### config.mk
export PLATFORM = sky130hd
export DESIGN_NAME = aes_round_ctrl
export DESIGN_NICKNAME = d
export VERILOG_FILES = /design/src/rtl/aes_round_ctrl.sv
export SDC_FILE = /design/constraint.sdc
export NUM_CORES = 1
export LEC_CHECK = 0
export CAP_MARGIN = 0
export CORE_MARGIN = 10
export CORE_UTILIZATION = 40
export DETAILED_ROUTE_END_ITERATION = 8
export DONT_BUFFER_PORTS = 1
export HOLD_SLACK_MARGIN = 0.03
export PLACE_DENSITY = 0.57
export SLEW_MARGIN = 20
export SYNTH_ARGS = -nofsm -noshare
export SYNTH_HDL_FRONTEND = slang
export SYNTH_SLANG_ARGS = --single-unit
### constraint.sdc
create_clock -name clk -period 3.2 [get_ports clk]
set_input_delay 0.96 -clock clk [delete_from_list [all_inputs] [get_ports clk]]
set_output_delay 0.96 -clock clk [all_outputs]
set_load 0.01 [all_outputs]
### src/rtl/aes_round_ctrl.sv
// Round sequencer for the iterative AES encryption datapath: steps subBytes, shiftRows,
// mixColumns and addRoundKey in AES order, one handshake at a time, with a per-step timeout.
module aes_round_ctrl #(
  parameter int NR  = 10,
  parameter int TMO = 15
) (
  input  logic       clk,
  input  logic       reset,
  input  logic       start,
  input  logic       sb_done,
  input  logic       sr_done,
  input  logic       mc_done,
  input  logic       ark_done,
  output logic       sb_en,
  output logic       sr_en,
  output logic       mc_en,
  output logic       ark_en,
  output logic [1:0] ark_src,
  output logic [3:0] round_idx,
  output logic       busy,
  output logic       done,
  output logic       err
);

  typedef enum logic [3:0] {
    IDLE,
    EN_SB,
    WAIT_SB,
    EN_SR,
    WAIT_SR,
    EN_MC,
    WAIT_MC,
    EN_ARK,
    WAIT_ARK,
    DONE
  } state_t;

  localparam logic [3:0] LAST_RND = 4'(NR);
  localparam logic [7:0] TMO_LAST = 8'(TMO - 1);
  localparam logic [1:0] SRC_PT   = 2'd0;
  localparam logic [1:0] SRC_MC   = 2'd1;
  localparam logic [1:0] SRC_SR   = 2'd2;

  state_t     state;
  state_t     state_nxt;
  logic [7:0] wait_cnt;
  logic [3:0] round_q;
  logic [1:0] src_q;
  logic       err_q;

  logic       in_wait;
  logic       step_done;
  logic       tmo_hit;
  logic       accept;
  logic       round_inc;
  logic       src_load;
  logic [1:0] src_nxt;

  // Only the done of the block currently being waited on is looked at.
  always_comb begin
    in_wait   = 1'b0;
    step_done = 1'b0;
    unique case (state)
      WAIT_SB:  begin in_wait = 1'b1; step_done = sb_done;  end
      WAIT_SR:  begin in_wait = 1'b1; step_done = sr_done;  end
      WAIT_MC:  begin in_wait = 1'b1; step_done = mc_done;  end
      WAIT_ARK: begin in_wait = 1'b1; step_done = ark_done; end
      default:  begin in_wait = 1'b0; step_done = 1'b0;     end
    endcase
  end

  // A done in the same cycle as the last allowed wait cycle still wins.
  assign tmo_hit = in_wait && !step_done && (wait_cnt == TMO_LAST);

  always_comb begin
    state_nxt = state;
    accept    = 1'b0;
    round_inc = 1'b0;
    src_load  = 1'b0;
    src_nxt   = src_q;
    unique case (state)
      IDLE: begin
        if (start) begin
          state_nxt = EN_ARK;
          accept    = 1'b1;
          src_load  = 1'b1;
          src_nxt   = SRC_PT;
        end
      end
      EN_SB:   state_nxt = WAIT_SB;
      WAIT_SB: if (step_done) state_nxt = EN_SR;
      EN_SR:   state_nxt = WAIT_SR;
      WAIT_SR: begin
        if (step_done) begin
          if (round_q == LAST_RND) begin
            state_nxt = EN_ARK;
            src_load  = 1'b1;
            src_nxt   = SRC_SR;
          end else begin
            state_nxt = EN_MC;
          end
        end
      end
      EN_MC: state_nxt = WAIT_MC;
      WAIT_MC: begin
        if (step_done) begin
          state_nxt = EN_ARK;
          src_load  = 1'b1;
          src_nxt   = SRC_MC;
        end
      end
      EN_ARK: state_nxt = WAIT_ARK;
      WAIT_ARK: begin
        if (step_done) begin
          if (round_q == LAST_RND) begin
            state_nxt = DONE;
          end else begin
            state_nxt = EN_SB;
            round_inc = 1'b1;
          end
        end
      end
      DONE:    state_nxt = IDLE;
      default: state_nxt = IDLE;
    endcase
    if (tmo_hit) begin
      state_nxt = IDLE;
    end
  end

  always_ff @(posedge clk) begin
    if (!reset) begin
      state <= IDLE;
    end else begin
      state <= state_nxt;
    end
  end

  // Counter sits at zero outside WAIT states, so every WAIT starts from zero.
  always_ff @(posedge clk) begin
    if (!reset) begin
      wait_cnt <= 8'd0;
    end else if (!in_wait) begin
      wait_cnt <= 8'd0;
    end else if (!step_done) begin
      wait_cnt <= wait_cnt + 8'd1;
    end
  end

  always_ff @(posedge clk) begin
    if (!reset) begin
      round_q <= 4'd0;
      src_q   <= SRC_PT;
      err_q   <= 1'b0;
    end else begin
      if (accept) begin
        round_q <= 4'd0;
      end else if (round_inc) begin
        round_q <= round_q + 4'd1;
      end
      if (src_load) begin
        src_q <= src_nxt;
      end
      if (accept) begin
        err_q <= 1'b0;
      end else if (tmo_hit) begin
        err_q <= 1'b1;
      end
    end
  end

  assign sb_en     = (state == EN_SB);
  assign sr_en     = (state == EN_SR);
  assign mc_en     = (state == EN_MC);
  assign ark_en    = (state == EN_ARK);
  assign ark_src   = src_q;
  assign round_idx = round_q;
  assign busy      = (state != IDLE) && (state != DONE);
  assign done      = (state == DONE);
  assign err       = err_q;

endmodule

Yosys cells after proc, flatten, opt, wreduce, memory -nomap -nowiden:

Cells that the tools add are included.

* flip-flop bits (word level): 19
* output and inout port bits: 13
* word-level logic and storage cells: 63

* $add $sub $neg: 2
* equality and inequality tests: 18
* multiplexer cells: 24
* bitwise operators: 1
* reduce and logical (&&, ||, !) cells: 13

Operators by type and width (number)
* $pmux W4 S9: 1
* $mux W4: 6
* $eq A4 B3 Y1 const B: 4
* $eq A4 B4 Y1 const B: 3
* $ne A2 B2 Y1 const B: 6
* $mux W2: 5
* $mux W1: 9
* $add A8 B1 Y8 const B: 1
* $eq A4 B2 Y1 const B: 2
* $eq A8 B4 Y1 const B: 1
* $pmux W2 S3: 1
* $reduce_and A6 Y1: 1
* $reduce_and A5 Y1: 1
* $add A4 B1 Y4 const B: 1
* $eq A4 B1 Y1 const B: 1
* $logic_not A4 Y1: 1
* $ne A4 B4 Y1 const B: 1
* $pmux W1 S4: 1
* $reduce_bool A4 Y1: 1
* $reduce_or A2 Y1: 2
* $reduce_or A4 Y1: 1
* $logic_and A1 B1 Y1: 3
* $pmux W1 S3: 1
* $reduce_bool A3 Y1: 1
* other kinds (3): 3

Longest topological paths before layout:

Gate-level depths: netlist of the first run.

* depth in word-level cells: 6
* mapped depth: 7
* mapped depth without buffers: 7

Least setup slack after synthesis of the first run:

No wires, ideal clock.

* path kind: register to output
* from: reg state[0]
* to: out sb_en
* arrival time: 1167 ps
* data required time: 2240 ps
* setup slack: 1073 ps
* stages on the path, launching flop included: 5
* cells stage by stage: dfxtp_1 > buf_2 > buf_1 > nand2_1 > nor3_1

* word-level cells in the longest chain between the ends: 1

Ends and longest elaborated chain
* start, declared: line 44 `state_t state;`
* start signal, assigned: line 135 `state <= state_nxt;`
* $eq A4 B1 Y1: line 172 `assign sb_en = (state == EN_SB);`
* end, declared: line 14 `output logic sb_en,`

Every way passes these cells.

Worst setup path after layout of the first run:

Ends and elaborated chain as after synthesis.

==> flow_metrics.py, run 1 <==
metrics = {
    "drt": {
        "drtIter0Drc": 80,
        "wl_per_cell_um": 15.52,
        "viasPerCell": 5.831,
        "first_pass_iters": 6,
        "remaining_drc_errors": 0,
        "totalWireLength_um": 2670,
        "final_antenna_net_count": 0,
        "vias": 1003,
    },
    "floorplanning": {
        "row_count": 19,
        "ios": 20,
        "die_h_um": 74.11,
        "fp.coreArea_um2": 2781,
        "initial_core_util_pct": 42.11,
        "die-width_um": 74.11,
        "die_area_um2": 5492,
    },
    "timing": {
        "worst_slew_pin_slew_ps": 759.1,
        "slew_violations": 0,
        "fin_crit_ps": 2547,
        "whs_ps": 503.4,
        "hold_violations": 0,
        "relSlewSlack_pct": 48.86,
        "finalSetupViolCount": 0,
        "fmax_mhz": 392.6,
        "fin_crit_sh_pct": 79.61,
        "skew_ps": 10.35,
        "setup-tns-final_ps": 0,
        "rsz0062_at_grt": "no",
    },
    "setup_path": {
        "criticalPathCategory": "flop to output port",
        "crit_fanout": 17,
        "worstSetupEndpointType": "output port",
        "cp_data_arrival_time_ps": 1590,
        "startpoint_type": "flop",
        "required_ps": 2240,
        "reg2reg_depth": 5,
    },
    "power": {
        "pwr-share-comb_pct": 38.0,
        "clkPwrFrac_pct": 16.0,
        "p_per_area_nw_per_um2": 650.9,
        "power.internal_mw": 0.4373,
        "swShare_pct": 44.06,
        "peakVddDrop_mv": 0.3502,
        "leakage_nw": 0.4023,
        "p_total_mw": 0.7819,
        "p_sw_mw": 0.3445,
        "p_seq_share_pct": 46.1,
    },
    "place": {
        "hpwlAfterDp_um": 2071,
        "dpl_cell_area_um2": 1171,
        "gp_congestion": 0.8338,
        "portBuffers": 0,
    },
    "clock_network": {
        "h-tree-depth": 1,
        "cts_tree": "yes",
        "cts_resized": 0,
        "clock_sinks": 19,
        "hold_buffers": 0,
        "cts_buffers": 3,
        "clkTransAtPathRegs_ps": 100,
        "clockBufferDepth": 2,
        "cts-root-buf": "clkbuf_4",
        "cts_setup_buffers": 0,
        "clk_latency_ps": 300,
    },
    "yosys": {
        "synth_seq_cells": 19,
        "yosys-top-cells-count": "nor2_1 (21), dfxtp_1 (19), nand2_1 (9)",
        "async_reset_ff_share_pct": 0,
        "yosysTopAreaCell": "dfxtp_1",
        "syn_area_um2": 1171,
        "yosysWarnings": 0,
        "syn_nets": 154,
        "synthFlopType": "dfxtp_1",
        "yosysSeqAreaShare_pct": 32.48,
        "netlist_instances": 143,
        "synth_top_area_share_pct": 32.48,
        "syn_area_per_cell_um2": 8.190,
        "synth_edf_count": 0,
        "yosys-top-cells-area": "dfxtp_1 (32%), nor2_1 (6.7%), xnor2_1 (6.0%)",
        "synth_most_common_cell": "nor2_1",
        "synth_cell_types": 43,
    },
    "status": {
        "status": "complete, no violations",
    },
    "final_layout": {
        "fin_area_um2": 1201,
        "syn_to_final_growth_pct": 2.564,
        "drive_gt1_share_pct": 9.929,
        "antennaDiodeCount": 0,
        "nets": 153,
        "nFillCells": 287,
    },
    "hold_path": {
        "hold_depth": 2,
        "holdCritPathClass": "flop to flop",
    },
    "grt": {
        "grt_max_degree": 19,
        "grt_pass1_wl_um": 4333,
        "grt_antenna_before_repair": 0,
        "grtUsageTotal_pct": 9.857,
        "overflow": 0,
        "grt_pass1_vias": 933,
    },
    "flow_run": {
        "drv_cap": 0,
    },
}
registers in the layout, summed over array words and instances, names as in the netlist:
| signal | cells |
|---|---|
| ark_src | 2 |
| err | 1 |
| round_idx | 4 |
| state | 4 |
| wait_cnt | 8 |
power by group through the flow:
stage | clock [mW] | combinational, mW | sequential [mW]
after floorplan | 0 | 0.320 | 0.293
after global placement | 0 | 0.288 | 0.359
after detailed placement | 0 | 0.296 | 0.364
after CTS | 0.131 | 0.297 | 0.358
after global routing | 0.144 | 0.329 | 0.372
final | 0.125 | 0.297 | 0.360
logic make-up after synthesis:
group | Yosys count | synth area share, %
AOI/OAI and AO/OA | 30 | 18.38
buffers and inverters | 11 | 4.914
and+or+nand+nor | 67 | 30.45
adders and majority gates | 4 | 4.274
DFF | 19 | 32.48
xor gates and xnor gates | 10 | 7.479
muxes | 2 | 2.030
path summary, 6_finish.rpt:
path                from     endpoint  slack, ps
min reg2reg  wait_cnt[7]  wait_cnt[7]        500
max reg2reg     state[1]     state[2]       1190
max             state[0]        sb_en        650
min          wait_cnt[7]  wait_cnt[7]        500
placed cells by master, fill, tap and decap left out, drive strengths merged:
master,Yosys,final
or4,1,1
clkinvlp,0,1
or3,3,3
inv,5,5
o21a,1,1
nand4,1,1
xor2,2,2
a21boi,1,1
nand2b,4,4
nor3b,1,1
a21o,2,2
a211o,2,2
clkbuf,2,3
xnor2,8,8
and3,2,2
a21oi,6,6
a211oi,6,6
nand3,9,9
nand4b,1,1
dfxtp,19,19
nor3,7,7
nand2,9,9
nand3b,3,3
mux2i,2,2
ha,4,4
nor2b,2,2
or2b,1,1
o21ai,9,9
a2111o,1,1
nor4b,1,1
nor2,21,21
o21ba,1,1
o211ai,1,1
nor4,1,1
final cells by class:
| cell class | instances | area (um2) | area share [%] |
|---|---|---|---|
| Sequential cell | 19 | 380.4 | 31.67 |
| Inverter | 5 | 18.77 | 1.563 |
| Multi-Input combinational cell | 113 | 733.2 | 61.04 |
| Clock inverter | 1 | 7.507 | 0.6250 |
| Tap cell | 31 | 38.79 | 3.229 |
| Clock buffer | 3 | 22.52 | 1.875 |
stage by stage:
step	utilization (%)	instances	worst slack [ps]
3_3_place_gp	42.11	168	1074
5_1_grt	43.18	172	541.1
4_1_cts	43.18	172	663.0
6_report	43.18	172	652.6
2_1_floorplan	-	143	1073
3_5_place_dp	42.11	168	1002
critical path: stages (launching register included):
cell and delay (ps):
dfxtp_1 720, nand2_1 200, nor3_1 370
routing by layer:
layer | wire length (um) | up-vias | global-route usage, % | part of all wire, %
met1 | 1145 | 474 | 11.50 | 43
met3 | 238 | 7 | 4.654 | 8.9
met5 | 0 | - | 0 | 0
li1 | - | 496 | - | -
met4 | 61 | 0 | 4.141 | 2.3
met2 | 1224 | 26 | 15.15 | 46
Power figures use the tool's default switching activity.
==> run 2, diff against run 1 <==
==> constraint.sdc (replaced) <==
create_clock -name clk -period 2.6 [get_ports clk]
set_input_delay 0.78 -clock clk [delete_from_list [all_inputs] [get_ports clk]]
set_output_delay 0.78 -clock clk [all_outputs]
set_load 0.01 [all_outputs]
==> flow_metrics.py, run 2 (synthesized netlist as in run 1, its figures left out) <==
metrics = {
    "status": {
        "status": "complete, no violations",
    },
    "drt": {
        "vias": 995,
        "wl_per_cell_um": 15.38,
        "final_antenna_net_count": 0,
        "drtIter0Drc": 70,
        "dr_wl_met2_um": 1238,
        "totalWireLength_um": 2660,
        "wl_met1_um": 1142,
        "top_layer": "met4",
        "wl_met3_um": 227,
        "first_pass_iters": 4,
        "remaining_drc_errors": 0,
        "viasPerCell": 5.751,
    },
    "floorplanning": {
        "ios": 20,
        "die_area_um2": 5492,
        "initial_core_util_pct": 42.11,
        "die_h_um": 74.11,
        "row_count": 19,
        "fp.coreArea_um2": 2781,
        "die-width_um": 74.11,
    },
    "timing": {
        "skew_ps": 5.018,
        "fin_crit_ps": 2304,
        "setup-tns-final_ps": 0,
        "hold_violations": 0,
        "fmax_mhz": 434.0,
        "rsz0062_at_grt": "no",
        "finalSetupViolCount": 0,
        "slew_violations": 0,
        "relSlewSlack_pct": 50.03,
        "fin_crit_sh_pct": 88.61,
        "worst_slew_pin_slew_ps": 741.7,
    },
    "hold_path": {
        "holdCritPathClass": "flop to flop",
        "hold_start": "wait_cnt[7]",
    },
    "final_layout": {
        "nFillCells": 283,
        "regArea_um2": 380.4,
        "mostFrequentLayoutCells": "nor2_1 (21), dfxtp_1 (19), nand2_1 (9)",
        "drive_gt1_share_pct": 9.859,
        "multiInputGateArea_um2": 733.2,
        "final_common_cell": "nor2_1",
        "fin_area_um2": 1205,
        "nets": 154,
        "top_register": "wait_cnt",
        "largest_reg_flops": 8,
        "syn_to_final_growth_pct": 2.885,
        "antennaDiodeCount": 0,
    },
    "setup_path": {
        "startpoint": "state[1]",
        "cp_data_arrival_time_ps": 1520,
        "crit_fanout": 18,
        "required_ps": 1820,
        "worstSetupEndpointType": "output port",
        "startpoint_type": "flop",
        "r2r-start": "state[1]",
        "criticalPathCategory": "flop to output port",
    },
    "clock_network": {
        "h-tree-depth": 1,
        "cts-root-buf": "clkbuf_4",
        "hold_buffers": 0,
        "cts_setup_buffers": 0,
        "clkTransAtPathRegs_ps": 110,
        "cts_buffers": 3,
        "clk_latency_ps": 290,
        "clockBufferDepth": 2,
        "cts_tree": "yes",
        "cts_resized": 0,
        "clock_sinks": 19,
    },
    "place": {
        "gp_congestion": 0.7895,
        "dpl_cell_area_um2": 1179,
        "portBuffers": 0,
        "hpwlAfterDp_um": 2097,
    },
    "power": {
        "peakVddDrop_mv": 0.4955,
        "p_total_mw": 0.9624,
        "p_per_area_nw_per_um2": 798.8,
        "leakage_nw": 0.4085,
    },
    "grt": {
        "grtUsageTotal_pct": 10.25,
        "overflow": 0,
        "grt_antenna_before_repair": 0,
        "grt_pass1_vias": 931,
        "grt_max_degree": 19,
        "grt_pass1_wl_um": 4478,
    },
    "flow_run": {
        "drv_cap": 0,
    },
}
-- run 2: cell count changes in the layout (fill, tap and decap cells not counted), sizes merged --
cell      previous run  this run
buf                  0         1
clkbuf               3         4
clkinvlp             1         0
-- run 2: final timing paths --
path              depth (start not counted)           to  slack (ps)
setup / recovery                          2        sr_en         300
hold / removal                            2  wait_cnt[7]         510
setup reg to reg                          5     state[2]         600
hold reg to reg                           2  wait_cnt[7]         510
-- run 2: layout make-up --
| class | count | area share, % |
|---|---|---|
| Multi-Input combinational cell | 113 | 60.85 |
| Sequential cell | 19 | 31.57 |
| Tap cell | 31 | 3.219 |
| Clock buffer | 4 | 2.181 |
| Inverter | 5 | 1.558 |
| Timing Repair Buffer | 1 | 0.6231 |
-- run 2: power by group --
group | total [mW] | internal (mW) | switching, mW
sequential | 0.424 | 0.328 | 0.0962
clock | 0.147 | 0.0597 | 0.0876
combinational | 0.391 | 0.161 | 0.229
-- run 2: metal layers --
layer | vias up | GRT usage (%)
met3 | 4 | 5.053
met4 | 0 | 3.934
met5 | - | 0
li1 | 502 | -
met2 | 19 | 16.19
met1 | 470 | 11.61
-- run 2: critical path, cell delays in order, from the launching register on --
cell	delay [ps]
dfxtp_1	710
nand2_1	170
nor3_1	350
-- run 2: through the flow --
stage | setup slack, ps | cells | hold slack, ps | utilization [%]
finish | 296.1 | 173 | 505.4 | 43.32
detailed placement | 621.4 | 169 | 489.5 | 42.38
global route | 163.5 | 173 | 538.3 | 43.32
global placement | 666.5 | 169 | 469.3 | 42.38
CTS | 288.6 | 173 | 510.5 | 43.32
floorplan | 652.8 | 143 | 454.7 | -
==> run 3, diff against run 2 <==
--- a/config.mk
+++ b/config.mk
@@ -5,6 +5,7 @@
 export SDC_FILE = /design/constraint.sdc
 export NUM_CORES = 1
 export LEC_CHECK = 0
+export ABC_AREA = 1
 export CAP_MARGIN = 0
 export CORE_MARGIN = 10
 export CORE_UTILIZATION = 40
==> flow_metrics.py, run 3 <==
metrics = {
    "timing": {
        "hold_violations": 0,
        "setup_ws_ps": 413.1,
        "slew_violations": 0,
        "fmax_mhz": 457.3,
        "finalSetupViolCount": 0,
        "skew_ps": 2.047,
        "relSlewSlack_pct": 68.15,
        "fin_crit_sh_pct": 84.11,
        "setup-tns-final_ps": 0,
        "worst_slew_pin_slew_ps": 474.1,
        "fin_crit_ps": 2187,
        "rsz0062_at_grt": "no",
    },
    "setup_path": {
        "criticalPathCategory": "flop to output port",
        "cp_data_arrival_time_ps": 1410,
        "required_ps": 1820,
        "worstSetupEndpointType": "output port",
        "startpoint_type": "flop",
        "crit_fanout": 4,
    },
    "final_layout": {
        "nets": 192,
        "syn_to_final_growth_pct": 4.242,
        "antennaDiodeCount": 0,
        "nFillCells": 301,
        "largest_reg_flops": 8,
        "final_common_cell": "nand2_1",
        "mostFrequentLayoutCells": "nand2_1 (43), inv_1 (24), nor2_1 (20)",
        "fin_area_um2": 1230,
        "drive_gt1_share_pct": 10.56,
        "top_register": "wait_cnt",
    },
    "yosys": {
        "async_reset_ff_share_pct": 0,
        "yosysSeqAreaShare_pct": 32.24,
        "netlist_instances": 177,
        "synth_seq_cells": 19,
        "synth_cell_types": 25,
        "yosysWarnings": 0,
        "yosysTopAreaCell": "dfxtp_1",
        "synth_edf_count": 0,
        "syn_area_um2": 1180,
        "yosys-top-cells-count": "nand2_1 (43), inv_1 (24), nor2_1 (20), dfxtp_1 (19), nand3_1 (17)",
        "synth_top_area_share_pct": 32.24,
        "synth_most_common_cell": "nand2_1",
        "yosys-top-cells-area": "dfxtp_1 (32%), nand2_1 (14%), inv_1 (7.6%)",
        "syn_nets": 188,
        "syn_area_per_cell_um2": 6.666,
        "synthFlopType": "dfxtp_1",
    },
    "drt": {
        "vias": 1089,
        "wl_per_cell_um": 12.53,
        "remaining_drc_errors": 0,
        "final_antenna_net_count": 0,
        "totalWireLength_um": 2643,
        "viasPerCell": 5.161,
        "drtIter0Drc": 39,
        "first_pass_iters": 4,
    },
    "power": {
        "peakVddDrop_mv": 0.4537,
        "p_total_mw": 1.024,
        "leakage_nw": 0.5252,
        "p_per_area_nw_per_um2": 832.7,
    },
    "grt": {
        "grt_max_degree": 19,
        "grt_pass1_vias": 1023,
        "grt_antenna_before_repair": 0,
        "grtUsageTotal_pct": 10.40,
        "grt_pass1_wl_um": 4567,
        "overflow": 0,
    },
    "floorplanning": {
        "ios": 20,
        "die-width_um": 74.31,
        "row_count": 19,
        "fp.coreArea_um2": 2781,
        "die_h_um": 74.31,
        "initial_core_util_pct": 42.42,
        "die_area_um2": 5522,
    },
    "hold_path": {
        "holdCritPathClass": "flop to flop",
    },
    "place": {
        "gp_congestion": 0.7849,
        "pre_cts_slack_ps": 735.0,
        "hpwlAfterDp_um": 2140,
        "portBuffers": 0,
        "dpl_cell_area_um2": 1204,
    },
    "clock_network": {
        "hold_buffers": 0,
        "clk_latency_ps": 300,
        "h-tree-depth": 1,
        "cts_tree": "yes",
        "cts_resized": 0,
        "clock_sinks": 19,
        "cts_setup_buffers": 0,
        "cts-root-buf": "clkbuf_4",
        "clkTransAtPathRegs_ps": 110,
        "cts_buffers": 3,
        "clockBufferDepth": 2,
    },
    "flow_run": {
        "drv_cap": 0,
    },
    "status": {
        "status": "complete, no violations",
    },
}
## run 3: changes by cell type in the layout (fill, tap and decap cells not counted), sizes merged, moves of 6 or more
cell | before | now
nand3 | 9 | 19
nand2 | 9 | 47
a211oi | 6 | 0
inv | 5 | 25
xnor2 | 8 | 2
a21oi | 6 | 18
## run 3: cells by family (layout without fill, tap and decap cells)
| group | count (synthesis) | count (layout) | synth area share (%) |
|---|---|---|---|
| AO/OA/AOI/OAI | 25 | 25 | 11.45 |
| buffers and inverters | 26 | 29 | 9.438 |
| AND/OR/NAND/NOR | 99 | 99 | 39.66 |
| flip-flops | 19 | 19 | 32.24 |
| XOR/XNOR | 4 | 4 | 2.970 |
| adder cells (fa/ha/maj) | 4 | 4 | 4.242 |
## run 3: cell type report
cell class / count / area (um2) / share of cell area [%]
clock buffers: 4 / 26.28 / 2.136
inverters: 25 / 96.34 / 7.833
multi-input cells: 132 / 688.2 / 55.95
flip-flops and latches: 19 / 380.4 / 30.93
well taps: 31 / 38.79 / 3.154
## run 3: worst max-delay path, stage by stage, from the launching register on
cell     delay, ps
dfxtp_1        430
inv_1           80
nor3_1         430
nor2_1         160
## run 3: power by group
group / total [mW] / internal, mW / switching [mW]
Sequential: 0.379 / 0.333 / 0.0457
Combinational: 0.492 / 0.150 / 0.342
Clock: 0.153 / 0.0599 / 0.0936
Total: 1.02 / 0.543 / 0.481
## run 3: routing by layer
metal | wire, um | global-route usage (%) | vias up
li1 | - | - | 573
met4 | 44 | 5.488 | 0
met3 | 187 | 2.926 | 4
met5 | 0 | 0 | -
met2 | 1195 | 17.52 | 19
met1 | 1216 | 11.65 | 493
## run 3: worst paths after layout
| path | slack (ps) | start | to | cells past startpoint |
|---|---|---|---|---|
| hold / removal | 500 | wait_cnt[7] | wait_cnt[7] | 2 |
| setup / recovery | 410 | state[3] | busy | 3 |
| setup reg to reg | 980 | round_idx[1] | ark_src[0] | 8 |
| hold reg to reg | 500 | wait_cnt[7] | wait_cnt[7] | 2 |
## run 3: through the flow
stage	util, %	hold slack, ps	std cells
after floorplan	-	464.7	177
after global routing	44.22	534.6	211
after global placement	43.27	481.3	207
after detailed placement	43.27	487.5	207
final	44.22	501.3	211
after CTS	44.22	504.2	211
